===== src/rtl/synch_counter_pkg.sv =====
// rtl/synch_counter_pkg.sv - shared width, count type and default reset value for synch_counter
package synch_counter_pkg;

    localparam int CNT_W = 4;

    typedef logic [CNT_W-1:0] cnt_t;

    localparam cnt_t CNT_RST = '0;

endpackage : synch_counter_pkg


===== src/rtl/synch_counter_tff.sv =====
// rtl/synch_counter_tff.sv - one counter stage: T flip-flop with async active-low clear to rst_bit
module synch_counter_tff (
    input  logic clk,
    input  logic clear,
    input  logic t,
    input  logic rst_bit,
    output logic q
);

    logic q_q;
    logic q_d;

    // Toggle when enabled, otherwise hold.
    always_comb begin
        q_d = q_q ^ t;
    end

    // State bit; clear low forces the stage to its reset bit without waiting for a clock.
    always_ff @(posedge clk or negedge clear) begin
        if (!clear) begin
            q_q <= rst_bit;
        end else begin
            q_q <= q_d;
        end
    end

    assign q = q_q;

endmodule : synch_counter_tff


===== src/rtl/synch_counter.sv =====
// rtl/synch_counter.sv - 4-bit synchronous up-counter from a T flip-flop chain; optional tc via SYNCH_COUNTER_TC_EN
module synch_counter
    import synch_counter_pkg::*;
#(
    parameter cnt_t RST_VAL = CNT_RST
) (
    input  logic clk,
    input  logic clear,
    input  logic count,
    output logic q0,
    output logic q1,
    output logic q2,
`ifdef SYNCH_COUNTER_TC_EN
    output logic q3,
    output logic tc
`else
    output logic q3
`endif
);

    cnt_t q_vec;
    cnt_t t_en;

    // Toggle enables: each stage flips only when count is high and every lower bit is 1.
    always_comb begin
        t_en[0] = count;
        for (int i = 1; i < CNT_W; i++) begin
            t_en[i] = t_en[i-1] & q_vec[i-1];
        end
    end

    for (genvar g = 0; g < CNT_W; g++) begin : g_stage
        synch_counter_tff u_tff (
            .clk     (clk),
            .clear   (clear),
            .t       (t_en[g]),
            .rst_bit (RST_VAL[g]),
            .q       (q_vec[g])
        );
    end

    assign q0 = q_vec[0];
    assign q1 = q_vec[1];
    assign q2 = q_vec[2];
    assign q3 = q_vec[3];

`ifdef SYNCH_COUNTER_TC_EN
    // Terminal count: high while all ones and enabled, i.e. the cycle before wrap; drives a cascaded count input.
    assign tc = t_en[CNT_W-1] & q_vec[CNT_W-1];
`endif

endmodule : synch_counter


===== config.mk =====
export PLATFORM = sky130hd
export DESIGN_NAME = synch_counter
export DESIGN_NICKNAME = d
export VERILOG_FILES = /design/src/rtl/synch_counter_pkg.sv /design/src/rtl/synch_counter_tff.sv /design/src/rtl/synch_counter.sv
export SDC_FILE = /design/constraint.sdc
export NUM_CORES = 1
export LEC_CHECK = 0
export ABC_AREA = 0
export CELL_PAD_IN_SITES_DETAIL_PLACEMENT = 1
export CELL_PAD_IN_SITES_GLOBAL_PLACEMENT = 1
export CORE_AREA = 2 2 39 41
export CTS_CLUSTER_DIAMETER = 200
export DETAILED_ROUTE_END_ITERATION = 10
export DIE_AREA = 0 0 41 43
export HOLD_SLACK_MARGIN = 0.1
export PLACE_DENSITY_LB_ADDON = 0.1
export SYNTH_ARGS = -nofsm -noshare
export SYNTH_HDL_FRONTEND = slang
export SYNTH_SLANG_ARGS = --single-unit

===== constraint.sdc =====
create_clock -name clk -period 1.3 [get_ports clk]
set_input_delay 0.39 -clock clk [delete_from_list [all_inputs] [get_ports clk]]
set_output_delay 0.39 -clock clk [all_outputs]
set_load 0.01 [all_outputs]

======== Word level (Yosys, flattened, before mapping) ========
Index checks and enable logic that the tools add are counted.
W data, S select, Z words.
storage, ports and cells
  word-level logic and storage cells ...... 11
  input port bits ......................... 3
  output and inout port bits .............. 4
  register bits after elaboration ......... 4
operators by class
  bitwise gates (word level) .............. 7
operators by type and width
  operator       number
  $xor A1 B1 Y1  4
  $and A1 B1 Y1  3

======== Longest topological paths before layout ========
Gate-level depths: netlist of run 1.
  depth in word-level cells ............... 4
  depth in mapped cells ................... 4
  mapped depth without buffers ............ 4

======== Worst setup path before layout of run 1 ========
Ideal clock, no wire load.
  path type ............................... flip-flop to flip-flop
  start point ............................. reg g_stage[0].u_tff.q_q
  end point ............................... reg g_stage[3].u_tff.q_q
  buffers on the path ..................... 0
  setup time .............................. 0.128 ns
  setup slack ............................. 0.094 ns
  period minus slack after synthesis ...... 1.206 ns
  stages on the path, launching flop included .. 5
  data required time ...................... 1.172 ns
  arrival time ............................ 1.079 ns
  path through ............................ dfrtp_1 -> ha_1 -> ha_1 -> ha_1 -> xor2_1
between the ends
  word-level cells in the longest chain between the ends .. 4
RTL lines
  what                        RTL line                 RTL
  start: declaration          synch_counter_tff.sv:10  logic q_q;
  start signal: assignment    synch_counter_tff.sv:21  q_q <= rst_bit;
  start signal: assignment    synch_counter_tff.sv:23  q_q <= q_d;
  $and A1 B1 Y1 (3 in a row)  synch_counter.sv:28      t_en[i] = t_en[i-1] & q_vec[i-1];
  $xor A1 B1 Y1               synch_counter_tff.sv:15  q_d = q_q ^ t;
  via g_stage[3].u_tff.q_d    synch_counter_tff.sv:11  logic q_d;
  end signal: assignment      synch_counter_tff.sv:21
  end signal: assignment      synch_counter_tff.sv:23
  end: declaration            synch_counter_tff.sv:10
The timed path passes the listed nets, and every way through them passes these cells.

======== Worst setup path after layout of run 1 ========
  start point ............................. reg g_stage[2].u_tff.q_q
  end point ............................... out q2
RTL lines
  what                      RTL line                 RTL
  start: declaration        synch_counter_tff.sv:10
  start signal: assignment  synch_counter_tff.sv:21
  start signal: assignment  synch_counter_tff.sv:23
  end: declaration          synch_counter.sv:12      output logic q2,
No word-level cell between the ends.

==> results of run 1 <==
## power by group through the flow
stage | clock, mW | combinational, mW | sequential, mW
2_1_floorplan | 0 | 0.0453 | 0.261
3_5_place_dp | 0 | 0.263 | 0.230
5_1_grt | 0.171 | 0.263 | 0.243
4_1_cts | 0.159 | 0.241 | 0.236
6_report | 0.148 | 0.231 | 0.235
3_3_place_gp | 0 | 0.257 | 0.228
## cell families after synthesis
logic type | count (synthesis) | synth area share
adder cells (fa/ha/maj) | 3 | 0.2564
XOR/XNOR | 1 | 0.05984
flip-flops | 4 | 0.6838
## layout make-up
| type | count | area share |
|---|---|---|
| clock buffers | 3 | 0.08411 |
| well taps | 16 | 0.07477 |
| repair buffers | 7 | 0.2290 |
| flip-flops and latches | 4 | 0.3738 |
| multi-input cells | 4 | 0.2383 |
## routing by layer
layer	part of all wire	GRT usage	vias to the layer above	routed length [um]
met5	0	0	-	0
met4	0	0.08000	0	0
met3	0.15	0.03141	0	47
met2	0.46	0.05625	7	140
met1	0.39	0.03548	45	118
li1	-	-	50	-
## how the worst min path moves through the flow
stage,slack (ns),start,to
floorplan,0.09,clear,g_stage[0].u_tff.q
global placement,0.48,g_stage[0].u_tff.q,g_stage[0].u_tff.q
detailed placement,0.49,g_stage[0].u_tff.q,g_stage[0].u_tff.q
CTS,0.37,clear,g_stage[0].u_tff.q
global route,0.38,clear,g_stage[2].u_tff.q
finish,0.37,clear,g_stage[1].u_tff.q
## metrics by stage
stage	setup WS (ns)	hold WS [ns]	util	cells	cell area, um2
final	0.06689	0.3736	0.1935	34	267.8
after detailed placement	-0.3633	0.4852	0.1691	31	234.0
after global routing	0.02219	0.3844	0.1935	34	267.8
after CTS	0.003619	0.3748	0.1944	34	269.0
after floorplan	0.09369	0.09441	-	8	146.4
after global placement	-0.3641	0.4781	0.1691	31	234.0
## timing repair
action | 4_1_cts | 5_1_grt
setup endpoints to repair | 6 | 4
gates cloned | 0 | 0
pin swaps | 1 | 0
endpoints found under the hold margin | 0 | 0
gates resized for setup | 10 | 4
## synth_stat cells
master / count / area share
xor2_1: 1 / 0.060
ha_1: 3 / 0.26
dfrtp_1: 4 / 0.68
==> metrics.yaml, run 1 <==
detailed_routing:
  drc: 0
  vias: 102
  drt_iter0_drc: 0
  detail_route.first_pass.iterations: 1
  ant_nets: 0
  vias_per_cell: 3.000
  totalWireLength_um: 306
  drt-wirelength-per-cell_um: 9.000
timing:
  drv_slew: 0
  fin_crit_sh: 0.9485
  fin_tns_setup_ns: 0
  worstMarginPinSlew_ns: 0.2051
  worst_clock_skew_ns: 0.0002006
  fmax_mhz: 811.0
  setup_viol: 0
  period_needed_ns: 1.233
  max_slew_margin: 0.8628
  finalHoldViolCount: 0
  grt_setup_unrepaired: "no"
logic_synthesis:
  mappedNetlistArea_um2: 146.4
  avgSynthCellArea_um2: 18.30
  yosysWarnings: 0
  yosysSeqAreaShare: 0.6838
  ys_types: 3
  synthCells: 8
  synth_nets: 14
  ys_ff_latch: 4
pwr:
  intPower_mw: 0.4266
  swShare: 0.3055
  finalPower_mw: 0.6143
  power.density_mw_per_mm2: 2294
  clkPwrFrac: 0.241
  power.switching_mw: 0.1877
  seqPwrFrac: 0.383
  p_leak_nw: 0.1199
  combPwrFrac: 0.376
  vdd_drop_max_mv: 0.4938
floorplanning:
  die_height_um: 43
  pin_count: 7
  fp.dieW_um: 41
  rows: 14
  initial_core_util: 0.1058
  dieArea_mm2: 0.001763
  core_area_mm2: 0.001384
clocking:
  post_cts_buffers: 0
  cts_buffers: 3
  tritoncts: "done"
  clock_path_buffers: 2
  clockRootBuffer: "clkbuf_4"
  htreeDepth: 1
  cts_sinks: 4
  path_clk_slew_ns: 0.04
  clk_latency_ns: 0.23
  cts-hold-fix-buffers: 0
critical_path:
  crit_cells: 1
  crit_family: "flip-flops"
  r2r_slack_ns: 0.15
  r2r_start: "g_stage[0].u_tff.q"
  startpoint_type: "flip-flop"
  cp.arrival_ns: 0.84
  worstPathMaxFanout: 2
  slowest_stage: "dfrtp_1"
  worstRegToRegCells: 4
  max_stage_delay_ns: 0.37
  crit_type: "flip-flop to primary output"
  critPathBufInv: 1
  startpoint: "g_stage[2].u_tff.q"
  worstSetupEndpoint: "q2"
  critPathRequiredTime_ns: 0.91
  r2r_end: "g_stage[3].u_tff.q"
  cp-end-kind: "primary output"
  path_cells: "clkdlybuf4s15_1"
global_route:
  antenna_found_initial: 0
  grt_pass1_vias: 116
  grt_max_degree: 5
  grt_first_pass_wirelength_um: 441
  grt.overflow.total: 0
  grt_usage: 0.04724
cells_and_area:
  ff_latch_area_um2: 100.1
  area_growth_pct: 82.91
  nNetsFinal: 26
  fillers: 152
  num_antenna_cells: 0
  layout_commonest_cell: "dfrtp_1"
  largest_reg_flops: 4
  multi_input_area_um2: 63.81
  mostFrequentLayoutCells: "dfrtp_1 (4), clkbuf_4 (3), clkdlybuf4s15_1 (3), ha_2 (2)"
  drive_above_1_share: 0.4444
placed_design:
  portBuffers: 6
  routabilityCongestion: 0.5211
outcome:
  status: "completed"
job:
  drv_cap: 0
min_path:
  hold_class: "primary input to asynchronous set/reset pin"
Power figures use the tool's default switching activity.
==> run 2: changes to the inputs <==
- CELL_PAD_IN_SITES_DETAIL_PLACEMENT: 1 -> default
- CELL_PAD_IN_SITES_GLOBAL_PLACEMENT: 1 -> default
- PLACE_DENSITY_LB_ADDON: 0.1 -> default
==> run 2 against run 1 <==
Critical path depth is the same. First-iteration DRC count grew 2. Critical endpoint is now q0. Worst hold slack lost 0.011 ns. Global-route usage grew 1.4 points. Critical path type unchanged. Combinational power shrank 9.5%. Count of clock-buffer cells in the layout is the same. Clock power is essentially flat. Non-clock buffer count shrank 1. Die area is the same. Wire length grew 14%. Sequential share of layout area grew 2.2 points. Register-to-register slack lost 0.06 ns.
==> metrics.yaml, run 2 (synthesized netlist as in run 1, its figures left out) <==
critical_path:
  path_cells: "clkdlybuf4s15_1"  # unchanged
  crit_type: "flip-flop to primary output"  # unchanged
  crit_cells: 1  # unchanged
  startpoint_type: "flip-flop"  # unchanged
  critPathBufInv: 1  # unchanged
  max_stage_delay_ns: 0.38  # was 0.37 ns
  cp.arrival_ns: 0.85  # was 0.84 ns
  critPathRequiredTime_ns: 0.91  # about the same
  crit_family: "flip-flops"  # unchanged
  worstPathMaxFanout: 2  # unchanged
  slowest_stage: "dfrtp_1"  # unchanged
  cp-end-kind: "primary output"  # unchanged
  worstRegToRegCells: 4  # unchanged
floorplanning:
  rows: 14  # unchanged
  pin_count: 7  # unchanged
  fp.dieW_um: 41  # unchanged
  die_height_um: 43  # unchanged
  dieArea_mm2: 0.001763  # unchanged
  core_area_mm2: 0.001384  # unchanged
  initial_core_util: 0.1058  # unchanged
timing:
  setup_viol: 0  # unchanged
  worstMarginPinSlew_ns: 0.1842  # was 0.2051 ns
  period_needed_ns: 1.236  # was 1.233 ns
  worst_clock_skew_ns: 0.003352  # was 0.0002006 ns
  fin_crit_sh: 0.9507  # was 0.9485
  finalHoldViolCount: 0  # unchanged
  grt_setup_unrepaired: "no"  # unchanged
  fin_tns_setup_ns: 0  # unchanged
  whs_ns: 0.3626  # was 0.3736 ns
  max_slew_margin: 0.8768  # was 0.8628
  fmax_mhz: 809.1  # was 811.0 MHz
  drv_slew: 0  # unchanged
clocking:
  htreeDepth: 1  # unchanged
  path_clk_slew_ns: 0.04  # about the same
  clockRootBuffer: "clkbuf_4"  # unchanged
  cts_buffers: 3  # unchanged
  clock_path_buffers: 2  # unchanged
  tritoncts: "done"  # unchanged
  post_cts_buffers: 0  # unchanged
  cts-hold-fix-buffers: 0  # unchanged
  cts_sinks: 4  # unchanged
  clk_latency_ns: 0.23  # about the same
global_route:
  grt_usage: 0.06124  # was 0.04724
  antenna_found_initial: 0  # unchanged
  grt.overflow.total: 0  # unchanged
  grt_pass1_vias: 141  # was 116
  grt_max_degree: 5  # unchanged
  grt_first_pass_wirelength_um: 558  # was 441 um
pwr:
  p_leak_nw: 0.1160  # was 0.1199 nW
  finalPower_mw: 0.5914  # was 0.6143 mW
  power.density_mw_per_mm2: 2340  # was 2294 mW/mm2
  vdd_drop_max_mv: 0.3325  # was 0.4938 mV
detailed_routing:
  totalWireLength_um: 349  # was 306 um
  detail_route.first_pass.iterations: 2  # was 1
  vias_per_cell: 3.152  # was 3.000
  drt-wirelength-per-cell_um: 10.58  # was 9.000 um
  vias: 104  # was 102
  drc: 0  # unchanged
  ant_nets: 0  # unchanged
  drt_iter0_drc: 2  # was 0
cells_and_area:
  ff_latch_area_um2: 100.1  # unchanged
  multi_input_area_um2: 51.30  # was 63.81 um2
  num_antenna_cells: 0  # unchanged
  drive_above_1_share: 0.2941  # was 0.4444
  fillers: 144  # was 152
  nNetsFinal: 25  # was 26
  largest_reg_flops: 4  # unchanged
  final_area_um2: 252.7  # was 267.8 um2
  area_growth_pct: 72.65  # was 82.91%
  mostFrequentLayoutCells: "dfrtp_1 (4), clkdlybuf4s15_1 (4), clkbuf_4 (3), ha_2 (2)"  # was dfrtp_1 (4), clkbuf_4 (3), clkdlybuf4s15_1 (3), ha_2 (2)
job:
  drv_cap: 0  # unchanged
outcome:
  status: "completed"  # unchanged
placed_design:
  postPlaceCellArea_um2: 226.5  # was 234.0 um2
  portBuffers: 6  # unchanged
  routabilityCongestion: 0.4232  # was 0.5211
min_path:
  hold_class: "primary input to asynchronous set/reset pin"  # unchanged
==> run 2: cell count changes in the layout (fill, tap and decap cells not counted) <==
cell             delta
clkdlybuf4s15_1     +1
ha_1                +1
buf_4               -1
clkbuf_2            -1
ha_4                -1
==> run 2: final cells by class <==
| class | count | area share |
|---|---|---|
| clock buffers | 3 | 0.08911 |
| multi-input cells | 4 | 0.2030 |
| flip-flops and latches | 4 | 0.3960 |
| well taps | 16 | 0.07921 |
| repair buffers | 6 | 0.2327 |
==> run 2: timing repair <==
item,CTS,global route
pin swaps,1,0
endpoints found under the setup margin,6,3
gates resized for setup,8,3
==> run 2: per-layer routing <==
metal,vias to the layer above,part of all wire,global-route usage
li1,46,-,-
met1,49,0.27,0.02572
met2,7,0.58,0.09063
met3,2,0.12,0.06283
met4,0,0.026,0.08000
met5,-,0,0
==> run 2: report_power, final <==
| group | internal [mW] | total [mW] | switching, mW |
|---|---|---|---|
| Combinational | 0.115 | 0.209 | 0.0939 |
| Clock | 0.103 | 0.148 | 0.0453 |
| Sequential | 0.192 | 0.234 | 0.0418 |
==> run 2: final timing paths <==
kind	start	to	slack, ns
setup / recovery	g_stage[0].u_tff.q	q0	0.06
hold / removal	clear	g_stage[0].u_tff.q	0.36
setup reg to reg	g_stage[0].u_tff.q	g_stage[3].u_tff.q	0.09
hold reg to reg	g_stage[3].u_tff.q	g_stage[3].u_tff.q	0.48
max in group asynchronous	clear	g_stage[1].u_tff.q	0.77
min in group clk	g_stage[3].u_tff.q	g_stage[3].u_tff.q	0.48
==> run 2: through the flow <==
| stage | std cells | utilization | worst slack, ns |
|---|---|---|---|
| finish | 33 | 0.1826 | 0.06403 |
| global route | 33 | 0.1826 | 0.01391 |
| CTS | 33 | 0.1799 | 0.0002876 |
| detailed placement | 30 | 0.1637 | -0.4021 |
| global placement | 30 | 0.1637 | -0.3280 |
| floorplan | 8 | - | 0.09369 |
